===== config.mk =====
export PLATFORM = sky130hd
export DESIGN_NAME = lfsr_seq_ctrl
export DESIGN_NICKNAME = d
export VERILOG_FILES = /design/src/rtl/lfsr_seq_ctrl.sv
export SDC_FILE = /design/constraint.sdc
export NUM_CORES = 1
export LEC_CHECK = 0
export CELL_PAD_IN_SITES_DETAIL_PLACEMENT = 1
export CELL_PAD_IN_SITES_GLOBAL_PLACEMENT = 1
export CORE_UTILIZATION = 42
export CTS_CLUSTER_DIAMETER = 120
export CTS_CLUSTER_SIZE = 16
export DETAILED_ROUTE_END_ITERATION = 16
export PLACE_DENSITY_LB_ADDON = 0.1
export SKIP_LAST_GASP = 1
export SYNTH_ARGS = -nofsm -noshare
export SYNTH_HDL_FRONTEND = slang
export SYNTH_SLANG_ARGS = --single-unit

===== constraint.sdc =====
create_clock -name clk -period 7.51 [get_ports clk]
set_clock_uncertainty 0.15 [all_clocks]
set_input_delay 1.502 -clock clk [delete_from_list [all_inputs] [get_ports clk]]
set_output_delay 1.502 -clock clk [all_outputs]
set_load 0.01 [all_outputs]

===== src/rtl/lfsr_seq_ctrl.sv =====
`default_nettype none
// ============================================================================
// Module   : lfsr_seq_ctrl
// Purpose  : Seeded LFSR sequencer. Loads a seed via the offline mux path,
//            steps the feedback path a programmed number of times, reports done.
// Revision : 1.0 - initial release
// ============================================================================
module lfsr_seq_ctrl #(
    parameter int               WIDTH = 4,
    parameter logic [WIDTH-1:0] TAPS  = 4'b1100,
    parameter int               CNT_W = 8
) (
    input  logic             clk,
    input  logic             rst_n,
    input  logic             start,
    input  logic             abort,
    input  logic [WIDTH-1:0] seed,
    input  logic [CNT_W-1:0] num_steps,
    output logic             sel,
    output logic             load_en,
    output logic [WIDTH-1:0] lfsr_q,
    output logic [CNT_W-1:0] step_count,
    output logic             busy,
    output logic             done,
    output logic             seed_err
);

    localparam logic [1:0]       c_ST_IDLE = 2'd0;
    localparam logic [1:0]       c_ST_LOAD = 2'd1;
    localparam logic [1:0]       c_ST_RUN  = 2'd2;
    localparam logic [1:0]       c_ST_DONE = 2'd3;
    localparam logic [WIDTH-1:0] c_LFSR_ONE = {{(WIDTH-1){1'b0}}, 1'b1};
    localparam logic [CNT_W-1:0] c_CNT_ONE  = {{(CNT_W-1){1'b0}}, 1'b1};

    logic [1:0]       r_state;
    logic [WIDTH-1:0] r_seed;
    logic [CNT_W-1:0] r_steps;
    logic [WIDTH-1:0] r_lfsr;
    logic [CNT_W-1:0] r_step_count;
    logic             r_sel;
    logic             r_load_en;
    logic             r_busy;
    logic             r_done;
    logic             r_seed_err;

    logic             w_fb;
    logic [WIDTH-1:0] w_lfsr_next;
    logic [WIDTH-1:0] w_seed_safe;
    logic [CNT_W-1:0] w_count_inc;

    assign w_fb        = ^(r_lfsr & TAPS);
    assign w_lfsr_next = {r_lfsr[WIDTH-2:0], w_fb};
    // An all-zero seed would lock the LFSR up, so it is replaced by 1.
    assign w_seed_safe = (r_seed == '0) ? c_LFSR_ONE : r_seed;
    assign w_count_inc = r_step_count + c_CNT_ONE;

    always_ff @(posedge clk or negedge rst_n) begin
        if (!rst_n) begin
            r_state      <= c_ST_IDLE;
            r_seed       <= '0;
            r_steps      <= '0;
            r_lfsr       <= '0;
            r_step_count <= '0;
            r_sel        <= 1'b0;
            r_load_en    <= 1'b0;
            r_busy       <= 1'b0;
            r_done       <= 1'b0;
            r_seed_err   <= 1'b0;
        end else begin
            case (r_state)
                c_ST_IDLE: begin
                    if (start) begin
                        r_seed       <= seed;
                        r_steps      <= num_steps;
                        r_step_count <= '0;
                        r_seed_err   <= (seed == '0);
                        r_state      <= c_ST_LOAD;
                        r_sel        <= 1'b0;
                        r_load_en    <= 1'b1;
                        r_busy       <= 1'b1;
                        r_done       <= 1'b0;
                    end
                end

                c_ST_LOAD: begin
                    if (abort) begin
                        r_state   <= c_ST_IDLE;
                        r_sel     <= 1'b0;
                        r_load_en <= 1'b0;
                        r_busy    <= 1'b0;
                        r_done    <= 1'b0;
                    end else begin
                        r_lfsr <= w_seed_safe;
                        if (r_steps == '0) begin
                            r_state   <= c_ST_DONE;
                            r_sel     <= 1'b0;
                            r_load_en <= 1'b0;
                            r_busy    <= 1'b0;
                            r_done    <= 1'b1;
                        end else begin
                            r_state   <= c_ST_RUN;
                            r_sel     <= 1'b1;
                            r_load_en <= 1'b1;
                            r_busy    <= 1'b1;
                            r_done    <= 1'b0;
                        end
                    end
                end

                c_ST_RUN: begin
                    // Abort freezes the LFSR and counter, and wins over completion.
                    if (abort) begin
                        r_state   <= c_ST_IDLE;
                        r_sel     <= 1'b0;
                        r_load_en <= 1'b0;
                        r_busy    <= 1'b0;
                        r_done    <= 1'b0;
                    end else begin
                        r_lfsr       <= w_lfsr_next;
                        r_step_count <= w_count_inc;
                        if (w_count_inc == r_steps) begin
                            r_state   <= c_ST_DONE;
                            r_sel     <= 1'b0;
                            r_load_en <= 1'b0;
                            r_busy    <= 1'b0;
                            r_done    <= 1'b1;
                        end
                    end
                end

                c_ST_DONE: begin
                    r_state   <= c_ST_IDLE;
                    r_sel     <= 1'b0;
                    r_load_en <= 1'b0;
                    r_busy    <= 1'b0;
                    r_done    <= 1'b0;
                end

                default: begin
                    r_state   <= c_ST_IDLE;
                    r_sel     <= 1'b0;
                    r_load_en <= 1'b0;
                    r_busy    <= 1'b0;
                    r_done    <= 1'b0;
                end
            endcase
        end
    end

    assign sel        = r_sel;
    assign load_en    = r_load_en;
    assign lfsr_q     = r_lfsr;
    assign step_count = r_step_count;
    assign busy       = r_busy;
    assign done       = r_done;
    assign seed_err   = r_seed_err;

endmodule
`default_nettype wire


==> results of run 1 <==
worst register-to-register path: stages, from the launching register on:
cell      delay, ps
dfrtp_1         520
ha_1            400
nand4b_1        130
a211oi_1        250
o311ai_0        180
a311o_1         340
o31a_1          380
mux2_4          320
path summary, 6_finish.rpt:
| path | startpoint | to |
|---|---|---|
| max | step_count[3]$_DFFE_PN0P_ | step_count[3] |
| min | seed_err$_DFFE_PN0P_ | seed_err$_DFFE_PN0P_ |
| max reg2reg | step_count[0]$_DFFE_PN0P_ | sel$_DFFE_PN0P_ |
| min reg2reg | seed_err$_DFFE_PN0P_ | seed_err$_DFFE_PN0P_ |
| max in group asynchronous | rst_n | r_steps[6]$_DFFE_PN0P_ |
| min in group asynchronous | rst_n | step_count[7]$_DFFE_PN0P_ |
final cells by class:
class	count	area [sq um]
clock inverter	1	30.0
timing repair buffer	33	328
fill	428	1610
tap	48	60.1
clock buffer	7	76.3
inverter	9	33.8
sequential	30	751
multi-input combinational	125	883
power breakdown:
part / switching (mW) / total [mW] / internal [mW] / leakage, nW
clock: 0.0614 / 0.161 / 0.0992 / 0.0524
sequential: 0.0578 / 0.276 / 0.218 / 0.380
combinational: 0.131 / 0.276 / 0.145 / 0.453
total: 0.250 / 0.712 / 0.463 / 0.885
flip-flops by register name, summed over array words and instances (netlist names):
signal      count
busy            1
done            1
lfsr_q          4
r_seed          4
r_state         2
r_steps         8
seed_err        1
sel             1
step_count      8
Yosys cell counts (2+ instances only):
cell type and number:
a211oi_1 2, a21o_1 2, a21oi_1 2, a22o_1 8, buf_2 2, buf_4 2
clkbuf_1 5, dfrtp_1 30, ha_1 4, inv_1 9, mux2_2 12, mux2i_1 4
nand2_1 16, nand2b_1 5, nand4_1 3, nor2_1 7, nor2b_1 3, nor3_1 6
nor4_1 4, o21ai_0 15, o21ai_1 2, o21bai_1 2, o31ai_1 4, or4_1 2
xnor2_1 2, xor2_1 4
layer usage:
layer,track usage [%],routed length [um]
met1,27.4,1840
met2,35.3,2040
met3,4.48,175
met4,5.71,17
met5,0,0
cells by family (layout without fill, tap and decap cells):
| group | Yosys count | in the layout | share of synthesized area, % |
|---|---|---|---|
| XOR/XNOR | 6 | 6 | 3.07 |
| AO/OA/AOI/OAI | 43 | 43 | 17.0 |
| flip-flops | 30 | 30 | 43.9 |
| multiplexers | 17 | 17 | 11.1 |
| AND/OR/NAND/NOR | 55 | 55 | 17.5 |
| adder cells (fa/ha/maj) | 4 | 4 | 2.92 |
| buffers and inverters | 18 | 50 | 4.53 |
through the flow:
stage | total power, mW | hold slack (ps) | setup WS (ps) | util (%)
finish | 0.712 | 352 | 4380 | 57.3
global route | 0.761 | 402 | 4320 | 57.3
CTS | 0.720 | 361 | 4360 | 57.3
detailed placement | 0.556 | 331 | 4230 | 54.5
global placement | 0.540 | 324 | 4280 | 54.5
floorplan | 0.452 | 332 | 4800 | -
==> impl_results.md, run 1 <==
* Top-level port count at 33
* Number of global-route vias before repair at 1471
* Share of the clock period used by the worst path after layout at 41.6%
* Post-route ant nets at 0
* Number of buffers inserted during clock tree synthesis at 5
* Crit path cell chain: clkdlybuf4s50_1
* Critical Setup Path Class: reg -> out
* Final weighted congestion of routability-driven global placement at 0.833
* Total of buffers placed on input and output ports at 32
* Aggregate routed wire length at 4070 um
* Number of buffers added for setup after CTS at 0
* Slowest-stage cell, CP: clkdlybuf4s50_1
* Crit path capture type: primary output
* WL per Instance at 16.1 um
* Number of standard cells in the final layout excluding fillers at 253
* Routed vias at 1454
* Layout cell share with drive strength beyond 1 at 10.7%
* Number of gates resized after cts at 0
* Relative slew slack at 53.0%
* Largest delay share family, worst path: buffers and inverters
* Top-area cell type share of the netlist area at 43.9%
* Total count of hold-check failures in the final report at 0
* Global-route wire length before repair at 6890 um
* Synthesized Nets at 193
* Clk_lat worst skew at 280 ps
* Fin area at 0.00216 sq mm
* Summed instance area of the synthesized netlist at 0.00171 sq mm
* Die Span X at 65.8 um
* Final number of max-transition violations at 0
* Syn avg cell area at 9.89 sq um
* Number of optimization iterations in the first detailed-route pass at 4
* Hold-fix buffer count after cts at 0
* Fraction of registers with async set or reset after synthesis at 100%
* Clock transition at path regs at 60 ps
* # rows at 22
* Total power divided by cell area at 330 mW/mm^2
* Die footprint at 0.00433 sq mm
* Sequential element share of the synthesized area at 43.9%
* Core area at 0.00377 sq mm
* Clock sink count at 30
* Warnings, synthesis at 0
* Clock tree root driver cell: clkbuf_8
* Most common cell after layout, fill and taps aside: clkdlybuf4s50_1
* Number of enable flip-flop cells after synthesis at 0
* Total Nets Final at 224
* Die height at 65.8 um
* Iter 0 DRT Violations at 56
* LEAKAGE at 0.885 nW
* Worst slew pin tran at 705 ps
* Worst setup slack for register-to-register paths at 4720 ps
* Syn Inst Count at 173
* Max-cap violations at 0
* Post-synthesis sequential element count at 30
* Final count of negative-setup-slack endpoints at 0
* Cells taking the most area after synthesis: dfrtp_1, mux2_2, o21ai_0
* Buffering stage count on the worst path with inverters included at 1
* Starting utilization of the core area at 45.4%
* Cell depth of the worst hold path at 2
* Critical path data arrival time at 1480 ps
* Layout overhead on the synthesized area at 26.3%
* Overflow left after global routing at 0
* Most frequent cells in the layout: clkdlybuf4s50_1, dfrtp_1, nand2_1
* Instance count after placement with tap cells included at 245
* Logic depth of the worst path, buffers included at 1
* Setup total negative slack at 0 ps
* Initial antenna violation count at 0
* Number of remaining DRC errors at 0
* Post-synthesis cell type with the largest combined area: dfrtp_1
* Predominant post-synthesis flop cell: dfrtp_1
* Count of unique library cells instantiated by Yosys at 42
* Placed cell area at 0.00206 sq mm
* Critical path startpoint category: flip-flop
* Unrepaired setup endpoints after global routing: no
* TritonCTS clock tree: done
* Global-route total usage across every layer at 21.1%
* Fmax at 320 MHz
* Diodes inserted at 0
* Final worst path period need at 3130 ps
* Hpwl dp at 3020 um
* Crit path largest cell delay at 610 ps
* Outcome: finished clean
* HP Class: reg -> reg
* Critical path data required time at 5860 ps
* Worst R2R Path Depth at 7
* Largest driver fanout on the critical path at 13
* Ratio of routed vias to standard cells at 5.75
* Max Root-Sink Buffers at 2
* Worst vdd rail ir drop at 0.000143 V
* Total number of H-tree levels at 2
* Maximum number of pins on one net before global-route repair at 31
Power figures use the tool's default switching activity.
==> run 2, diff against run 1 <==
--- a/config.mk
+++ b/config.mk
@@ -7,7 +7,7 @@
 export LEC_CHECK = 0
 export CELL_PAD_IN_SITES_DETAIL_PLACEMENT = 1
 export CELL_PAD_IN_SITES_GLOBAL_PLACEMENT = 1
-export CORE_UTILIZATION = 42
+export CORE_UTILIZATION = 39
 export CTS_CLUSTER_DIAMETER = 120
 export CTS_CLUSTER_SIZE = 16
 export DETAILED_ROUTE_END_ITERATION = 16
==> constraint.sdc (replaced) <==
create_clock -name clk -period 3.2 [get_ports clk]
set_clock_uncertainty 0.15 [all_clocks]
set_input_delay 0.64 -clock clk [delete_from_list [all_inputs] [get_ports clk]]
set_output_delay 0.64 -clock clk [all_outputs]
set_load 0.01 [all_outputs]
==> run 2 against run 1 <==
Register-to-register slack worse by 4200 ps. Final cell count grew 1.2%. First-iteration DRC count is 32% lower. Worst setup slack worse by 3900 ps. Largest power group is now combinational logic. Highest routed layer unchanged.
==> impl_results.md, run 2 (same netlist as run 1, synthesis figures left out) <==
* Worst slew pin tran at 616 ps
* Crit path largest cell delay at 500 ps
* Starting utilization of the core area at 41.6%
* Clock transition at path regs at 70 ps
* LEAKAGE at 0.888 nW
* Cell-internal power at 1.09 mW
* Share of power burned in the clock network at 23.0%
* Number of buffers inserted during clock tree synthesis at 5
* Relative slew slack at 58.8%
* Iter 0 DRT Violations at 38
* Most common cell after layout, fill and taps aside: clkdlybuf4s50_1
* Total of buffers placed on input and output ports at 32
* Critical path startpoint category: flip-flop
* Critical Setup Path Class: reg -> reg
* Global-route total usage across every layer at 21.0%
* Combinational fraction of design power at 38.9%
* Reg area at 751 sq um
* Die Span X at 68.3 um
* Layout cell share with drive strength beyond 1 at 12.1%
* Crit path capture type: flip-flop
* Aggregate routed wire length at 4350 um
* Critical path data required time at 3230 ps
* HP Class: reg -> reg
* Maximum number of pins on one net before global-route repair at 31
* TritonCTS clock tree: done
* Core area at 0.00412 sq mm
* Total count of hold-check failures in the final report at 0
* Total Nets Final at 225
* Final weighted congestion of routability-driven global placement at 0.869
* Layout overhead on the synthesized area at 27.3%
* Hpwl dp at 3310 um
* Setup slack at placement at 535 ps
* Final worst path period need at 2700 ps
* Clk_lat worst skew at 290 ps
* Clock tree root driver cell: clkbuf_8
* Die height at 68.3 um
* Die footprint at 0.00466 sq mm
* Worst vdd rail ir drop at 0.000312 V
* Fin Hold WS at 350 ps
* Overflow left after global routing at 0
* Share of power burned in registers at 38.1%
* Number of global-route vias before repair at 1469
* Setup total negative slack at 0 ps
* Number of optimization iterations in the first detailed-route pass at 4
* Share of the clock period used by the worst path after layout at 84.4%
* Diodes inserted at 0
* Most frequent cells in the layout: clkdlybuf4s50_1, dfrtp_1, nand2_1
* Number of gates resized after cts at 0
* Total number of H-tree levels at 2
* Total power divided by cell area at 775 mW/mm^2
* Number of filler instances in the final layout at 457
* Critical path data arrival time at 2730 ps
* Switching share of total power at 35.7%
* Number of buffers added for setup after CTS at 0
* Hold-fix buffer count after cts at 0
* Max Root-Sink Buffers at 2
* Global-route wire length before repair at 6890 um
* Slowest-stage cell, CP: dfrtp_1
* Outcome: finished clean
* Largest driver fanout on the critical path at 8
* Clock sink count at 30
* Final count of negative-setup-slack endpoints at 0
* Multi-input combinational cell area at 883 sq um
* WL per Instance at 17.0 um
* Number of remaining DRC errors at 0
* Overall power consumption at 1.69 mW
* Unrepaired setup endpoints after global routing: no
* Fmax at 370 MHz
* Post-route ant nets at 0
* Initial antenna violation count at 0
* # rows at 23
* Top-level port count at 33
* Worst setup slack after layout at 498 ps
* Max-cap violations at 0
* Final number of max-transition violations at 0
* Routed vias at 1476
* Crit path cell chain: ha_1 > inv_1 > nor4_1 > nor3_1 > a311o_1 > o31a_1 > mux2_4
* Total net switching power at 604 uW
* Ratio of routed vias to standard cells at 5.77
## run 2: cell count changes in the layout (fill, tap and decap cells not counted), sizes merged
| cell | change |
|---|---|
| clkinvlp | +2 |
| clkbuf | -2 |
| buf | +1 |
## run 2: final cells by class
type	count	share of cell area [%]
Multi-Input combinational cell	125	40.5
Sequential cell	30	34.4
Timing Repair Buffer	34	15.4
Clock buffer	5	3.16
Tap cell	50	2.87
Inverter	9	1.55
Clock inverter	3	2.07
## run 2: critical path: cells and delay by family, from the launching register on
| kind | cells | cell delay, ps |
|---|---|---|
| AND/OR/NAND/NOR | 2 | 410 |
| flip-flops | 1 | 500 |
| AO/OA/AOI/OAI | 2 | 740 |
| multiplexers | 1 | 320 |
| adder cells (fa/ha/maj) | 1 | 360 |
| buffers and inverters | 1 | 120 |
## run 2: stage by stage
stage | std cells | cell area, sq um | utilization [%]
finish | 256 | 2180 | 53.0
global route | 256 | 2180 | 53.0
CTS | 256 | 2180 | 53.0
detailed placement | 248 | 2070 | 50.2
global placement | 248 | 2070 | 50.2
floorplan | 173 | 1710 | -
## run 2: power groups by stage
stage               logic (mW)  clock network (mW)  registers, mW
detailed placement       0.659                   0          0.654
global placement         0.628                   0          0.642
floorplan                0.425                   0          0.636
finish                   0.657               0.388          0.645
global route             0.725               0.414          0.663
CTS                      0.665               0.400          0.646
## run 2: worst paths after layout
kind | startpoint | cells after the start | endpoint | slack (ps)
min | seed_err$_DFFE_PN0P_ | 2 | seed_err$_DFFE_PN0P_ | 350
min in group asynchronous | rst_n | 2 | step_count[2]$_DFFE_PN0P_ | 590
max | step_count[0]$_DFFE_PN0P_ | 7 | sel$_DFFE_PN0P_ | 500
min reg2reg | seed_err$_DFFE_PN0P_ | 2 | seed_err$_DFFE_PN0P_ | 350
max in group asynchronous | rst_n | 2 | r_steps[4]$_DFFE_PN0P_ | 2030
max reg2reg | step_count[0]$_DFFE_PN0P_ | 7 | sel$_DFFE_PN0P_ | 500
## run 2: layer usage
metal,vias up,share of wire [%],GRT usage (%),routed length (um)
met2,41,49,34.6,2140
met5,-,0,0,0
li1,686,-,-,-
met1,735,44,24.3,1900
met3,14,4.0,5.83,174
met4,0,3.1,12.0,136
